`src/rtl/f32_to_i32.sv`:
```
// f32_to_i32: iterative IEEE-754 single -> signed int32 converter, one alignment shift per clock.
// Define F32_TO_I32_ROUND_NEAREST_EN for round-to-nearest-even; default build truncates toward zero.
module f32_to_i32 #(
  parameter int WIDTH         = 32,
  parameter int EXPONENTWIDTH = 8,
  parameter int MANTISSAWIDTH = 23
) (
  input  logic             clk,
  input  logic             rst,
  input  logic             in_valid,
  output logic             in_ready,
  input  logic [WIDTH-1:0] a,
  output logic             out_valid,
  input  logic             out_ready,
  output logic [WIDTH-1:0] result,
  output logic             overflow,
  output logic             inexact
);

  localparam int BIAS = (1 << (EXPONENTWIDTH - 1)) - 1;
  localparam int CNTW = $clog2(MANTISSAWIDTH + 1);
  localparam logic [EXPONENTWIDTH-1:0] EXP_BIAS  = EXPONENTWIDTH'(BIAS);
  localparam logic [EXPONENTWIDTH-1:0] EXP_ALIGN = EXPONENTWIDTH'(BIAS + MANTISSAWIDTH);
  localparam logic [EXPONENTWIDTH-1:0] EXP_SAT   = EXPONENTWIDTH'(BIAS + WIDTH - 1);
  localparam logic [WIDTH-1:0] INT_MAX = {1'b0, {(WIDTH-1){1'b1}}};
  localparam logic [WIDTH-1:0] INT_MIN = {1'b1, {(WIDTH-1){1'b0}}};

  // IDLE accept | SHIFT align one bit/clk | FIN round+sign+register | DONE hold until out_ready
  typedef enum logic [1:0] {IDLE, SHIFT, FIN, DONE} state_t;

  state_t                     state_q, state_d;
  logic                       sign_q, sign_d;
  logic [WIDTH-1:0]           mag_q, mag_d;
  logic [CNTW-1:0]            cnt_q, cnt_d;
  logic                       shl_q, shl_d;
  logic                       guard_q, guard_d;
  logic                       sticky_q, sticky_d;
  logic                       spec_q, spec_d;
  logic                       spec_ovf_q, spec_ovf_d;
  logic                       spec_inx_q, spec_inx_d;
  logic [WIDTH-1:0]           res_q, res_d;
  logic                       ovf_q, ovf_d;
  logic                       inx_q, inx_d;

  logic                       a_sign;
  logic [EXPONENTWIDTH-1:0]   a_exp;
  logic [MANTISSAWIDTH-1:0]   a_mant;
  logic                       a_spec, a_ovf, a_inx, a_shl;
  logic [WIDTH-1:0]           a_res;
  logic [CNTW-1:0]            a_k;
  logic [WIDTH-1:0]           mag_rnd;

  assign a_sign = a[WIDTH-1];
  assign a_exp  = a[WIDTH-2 -: EXPONENTWIDTH];
  assign a_mant = a[MANTISSAWIDTH-1:0];

  // Classify the incoming word; special results are fully resolved here, sign included.
  always_comb begin
    a_spec = 1'b1;
    a_ovf  = 1'b0;
    a_inx  = 1'b0;
    a_res  = '0;
    a_shl  = 1'b0;
    a_k    = '0;
    if (a_exp == '0) begin
      a_inx = |a_mant;
    end else if (a_exp == '1) begin
      a_ovf = 1'b1;
      a_inx = 1'b1;
      a_res = (a_sign && a_mant == '0) ? INT_MIN : INT_MAX;
    end else if (a_exp < EXP_BIAS) begin
      a_inx = 1'b1;
`ifdef F32_TO_I32_ROUND_NEAREST_EN
      if (a_exp == EXPONENTWIDTH'(BIAS - 1) && a_mant != '0)
        a_res = a_sign ? '1 : WIDTH'(1);
`endif
    end else if (a_exp > EXP_SAT || (a_exp == EXP_SAT && !(a_sign && a_mant == '0))) begin
      a_ovf = 1'b1;
      a_inx = 1'b1;
      a_res = a_sign ? INT_MIN : INT_MAX;
    end else if (a_exp == EXP_SAT) begin
      a_res = INT_MIN;
    end else begin
      a_spec = 1'b0;
      if (a_exp > EXP_ALIGN) begin
        a_shl = 1'b1;
        a_k   = CNTW'(a_exp - EXP_ALIGN);
      end else begin
        a_k   = CNTW'(EXP_ALIGN - a_exp);
      end
    end
  end

  always_comb begin
    mag_rnd = mag_q;
`ifdef F32_TO_I32_ROUND_NEAREST_EN
    mag_rnd = mag_q + WIDTH'(guard_q & (sticky_q | mag_q[0]));
`endif
  end

  always_comb begin
    state_d    = state_q;
    sign_d     = sign_q;
    mag_d      = mag_q;
    cnt_d      = cnt_q;
    shl_d      = shl_q;
    guard_d    = guard_q;
    sticky_d   = sticky_q;
    spec_d     = spec_q;
    spec_ovf_d = spec_ovf_q;
    spec_inx_d = spec_inx_q;
    res_d      = res_q;
    ovf_d      = ovf_q;
    inx_d      = inx_q;
    case (state_q)
      IDLE: begin
        if (in_valid) begin
          sign_d     = a_sign;
          mag_d      = a_spec ? a_res : {{(WIDTH-MANTISSAWIDTH-1){1'b0}}, 1'b1, a_mant};
          cnt_d      = a_k;
          shl_d      = a_shl;
          guard_d    = 1'b0;
          sticky_d   = 1'b0;
          spec_d     = a_spec;
          spec_ovf_d = a_ovf;
          spec_inx_d = a_inx;
          state_d    = (a_spec || a_k == '0) ? FIN : SHIFT;
        end
      end
      SHIFT: begin
        if (shl_q) begin
          mag_d = mag_q << 1;
        end else begin
          mag_d    = mag_q >> 1;
          guard_d  = mag_q[0];
          sticky_d = sticky_q | guard_q;
        end
        cnt_d = cnt_q - 1'b1;
        if (cnt_q == CNTW'(1)) state_d = FIN;
      end
      FIN: begin
        if (spec_q) begin
          res_d = mag_q;
          ovf_d = spec_ovf_q;
          inx_d = spec_inx_q;
        end else begin
          res_d = sign_q ? -mag_rnd : mag_rnd;
          ovf_d = 1'b0;
          inx_d = guard_q | sticky_q;
        end
        state_d = DONE;
      end
      DONE: begin
        if (out_ready) state_d = IDLE;
      end
      default: state_d = IDLE;
    endcase
  end

  always_ff @(posedge clk or posedge rst) begin
    if (rst) begin
      state_q    <= IDLE;
      sign_q     <= 1'b0;
      mag_q      <= '0;
      cnt_q      <= '0;
      shl_q      <= 1'b0;
      guard_q    <= 1'b0;
      sticky_q   <= 1'b0;
      spec_q     <= 1'b0;
      spec_ovf_q <= 1'b0;
      spec_inx_q <= 1'b0;
      res_q      <= '0;
      ovf_q      <= 1'b0;
      inx_q      <= 1'b0;
    end else begin
      state_q    <= state_d;
      sign_q     <= sign_d;
      mag_q      <= mag_d;
      cnt_q      <= cnt_d;
      shl_q      <= shl_d;
      guard_q    <= guard_d;
      sticky_q   <= sticky_d;
      spec_q     <= spec_d;
      spec_ovf_q <= spec_ovf_d;
      spec_inx_q <= spec_inx_d;
      res_q      <= res_d;
      ovf_q      <= ovf_d;
      inx_q      <= inx_d;
    end
  end

  assign in_ready  = (state_q == IDLE);
  assign out_valid = (state_q == DONE);
  assign result    = res_q;
  assign overflow  = ovf_q;
  assign inexact   = inx_q;

endmodule

```
`config.mk`:
```
export PLATFORM = sky130hd
export DESIGN_NAME = f32_to_i32
export DESIGN_NICKNAME = d
export VERILOG_FILES = /design/src/rtl/f32_to_i32.sv
export SDC_FILE = /design/constraint.sdc
export NUM_CORES = 1
export LEC_CHECK = 0
export CAP_MARGIN = 10
export CORE_AREA = 2 2 85 120
export CTS_BUF_LIST = sky130_fd_sc_hd__clkbuf_16
export DETAILED_ROUTE_END_ITERATION = 10
export DIE_AREA = 0 0 87 122
export GPL_TIMING_DRIVEN = 1
export PLACE_DENSITY_LB_ADDON = 0.25
export SETUP_SLACK_MARGIN = 0.02
export SYNTH_ARGS = -nofsm -noshare
export SYNTH_HDL_FRONTEND = slang
export SYNTH_SLANG_ARGS = --single-unit
```
`constraint.sdc`:
```
create_clock -name clk -period 5.1 [get_ports clk]
set_input_delay 0.765 -clock clk [delete_from_list [all_inputs] [get_ports clk]]
set_output_delay 0.765 -clock clk [all_outputs]
set_load 0.03 [all_outputs]
```
==> results.md <==
* Status: completed
* Boundary pin count at 72
* Critical Path AT at 3.36 ns
* Worst-Skew Late Latency at 0.34 ns
* CTS hold repair buffers at 0
* Count of cell types in the netlist at 60
* Worst slew margin at 0.238
* Warnings from Yosys at 0
* Required @ worst endpoint at 5.27 ns
* Chip height at 122 um
* Inserted Clock Buffers at 9
* Clk slew on worst S/H paths at 0.06 ns
* Critical Path End Type: flip-flop
* Post-route setup TNS at 0 ns
* CTS root buf: clkbuf_16
* Sw Share at 0.460
* DR iter-0 viols at 324
* Hold Violations, Final at 0
* Antenna Cells at 0
* Switching power at 1.95 mW
* Internal Power at 2.29 mW
* Syn avg cell area at 8.78 um2
* Area contributors post-synth: dfrtp_1, nor2_1, a21oi_1
* Detailed-router iteration count before antenna repair at 5
* # resized after CTS at 0
* Cells along the critical path: clkdlybuf4s50_1, inv_1, ha_1, o2111a_1, o21ai_1, nor2_1, o31ai_4, o221ai_1
* Share of the synthesized area in the top cell type at 0.392
* Mapped cell area at 5110 um2
* Drt drc at 0
* CTS tree: yes
* Worst path bufs/invs at 2
* Fmax at 313 MHz
* Final HPWL DP at 9080 um
* Vias at 4,490
* Fin util at 0.630
* CP Launch Type: input pin
* Share of synthesized flip-flops with an asynchronous set or reset at 1.00
* Total track usage at 0.251
* Final setup vio count at 0
* Vias in the first global route at 4,438
* Reg power frac at 0.305
* Crit-path max FO at 23
* Comb pwr share at 0.551
* Clock power share at 0.144
* Cells after synthesis at 582
* Largest delay contributor family on the critical path: compound AO/OA/AOI/OAI gates
* #FFs+latches synth at 80
* Slew @ Worst Pin at 1.14 ns
* LEAKAGE at 2.45 nW
* Number of flops mapped to enable cells by yosys at 0
* Clock Sinks at 80
* Mapped Nets at 631
* Worst hold path class: flip-flop to flip-flop
* Pwr per Cell Area at 700 nW/um2
* Slowest-stage cell, CP: o31ai_4
* Ys flop type: dfrtp_1
* Largest net degree at the start of global routing at 62
* Register area share after synthesis at 0.392
* Fin Clk Skew at 0.00894 ns
* Area of the die at 10,600 um2
* RSZ-0062 raised after global routing: false
* Gr ovfl total at 0
* Most frequent cell after synthesis: nor2_1
* Maximum VDD drop at 383 uV
* Max Slew Vio Count at 0
* Fin nets at 673
* Gpl congestion at 0.891
* Yosys top cell by area: dfrtp_1
* Port Buffers at 71
* Post-synth top cells: nor2_1, dfrtp_1, a21oi_1
* Period utilization at 0.627
* DRT antenna net count at 0
* WS Path Type: input pin to flip-flop
* Max incr delay on CP at 0.79 ns
* Initial Utilization at 0.531
* Number of max-cap violations at 0
* Initial antenna violation count at 0
* Htree depth at 3
* Setup Fix Bufs, Post-CTS at 0
* Drt via density at 6.06
* Minimum clock period at 3.20 ns
* Die W at 87 um
* First-pass GRT wire length at 21,100 um
* Final WL at 12,800 um
* Share of cells above drive strength 1 at 0.0668
* Row Count at 43
* DR WL/cell at 17.3 um
* Max clock buf depth at 2
* Core ar. at 9630 um2
* Synth-to-layout area growth at 18.7%
-- layout by cell type, fill, tap and decap left out, drive strengths merged, types with 4 or more instances in the layout --
cell type	n
a21oi	64
a22oi	21
a31oi	13
buf	5
clkbuf	9
clkdlybuf4s50	71
clkinv	5
dfrtp	80
ha	13
inv	21
mux2	13
mux2i	21
nand2	20
nand3	15
nand4	5
nor2	98
nor3	15
nor4	11
o21a	4
o21ai	37
o221ai	5
o31ai	4
xnor2	27
xor2	5
-- kinds of logic after synthesis --
group	Yosys count	share of synthesized area
simple gates	186	0.178
mux	34	0.0722
compound gates	172	0.212
xor+xnor	32	0.0548
flops	80	0.392
buf+inv	65	0.0590
fa+ha+maj	13	0.0318
-- power groups by stage --
stage          clock [mW]  sequential, mW  combinational [mW]
2_1_floorplan           0            1.44                1.54
3_3_place_gp            0            1.28                2.27
3_5_place_dp            0            1.29                2.33
4_1_cts             0.622            1.29                2.35
5_1_grt             0.648            1.34                2.58
6_report            0.611            1.30                2.34
-- stage by stage --
stage                     power, mW  worst slack, ns  hold slack (ns)  area, um2  instances
after global placement         3.55             1.61            0.465       5790        725
after global routing           4.56             1.66            0.511       6070        741
final                          4.24             1.90            0.482       6070        741
after CTS                      4.25             1.90            0.487       6070        741
after detailed placement       3.62             1.56            0.474       5790        725
after floorplan                2.98             2.28            0.449       5110        582
-- sequential cells by signal, summed over array words and instances, names as in the netlist --
| register | cells |
|---|---|
| spec_ovf_q | 1 |
| sticky_q | 1 |
| inexact | 1 |
| cnt_q | 5 |
| state_q | 2 |
| overflow | 1 |
| shl_q | 1 |
| sign_q | 1 |
| spec_q | 1 |
| spec_inx_q | 1 |
| mag_q | 32 |
| result | 32 |
| guard_q | 1 |
-- worst register-to-register path, delay by kind of cell, from the launching register on --
family	cells	cell delay, ns
DFF	1	0.41
AOI/OAI and AO/OA	4	1.34
buffers and inverters	3	0.75
adders and majority gates	1	0.14
-- per-layer routing --
layer  track usage  up-vias  share of wire
met5             0        -              0
met1         0.316     2105           0.40
met4         0.137        0          0.045
met3        0.0332       35          0.051
met2         0.412      178           0.50
li1              -     2172              -
-- final timing paths --
kind	from	endpoint	slack (ns)	cells after the start
max in group asynchronous	rst	cnt_q[2]	3.09	3
worst max-delay path	a[23]	mag_q[20]	1.90	8
worst min-delay path	spec_inx_q	spec_inx_q	0.48	1
worst min register to register	spec_inx_q	spec_inx_q	0.48	1
worst max register to register	state_q[1]	cnt_q[2]	2.39	8
min in group asynchronous	rst	result[5]	1.01	2
-- final cells by class --
type | instances | area (um2)
Timing Repair Buffer | 76 | 748
Fill cell | 807 | 3560
Multi-Input combinational cell | 437 | 2820
Clock buffer | 9 | 225
Sequential cell | 80 | 2000
Tap cell | 112 | 140
Clock inverter | 7 | 53.8
Inverter | 20 | 75.1
Power figures use the tool's default switching activity.
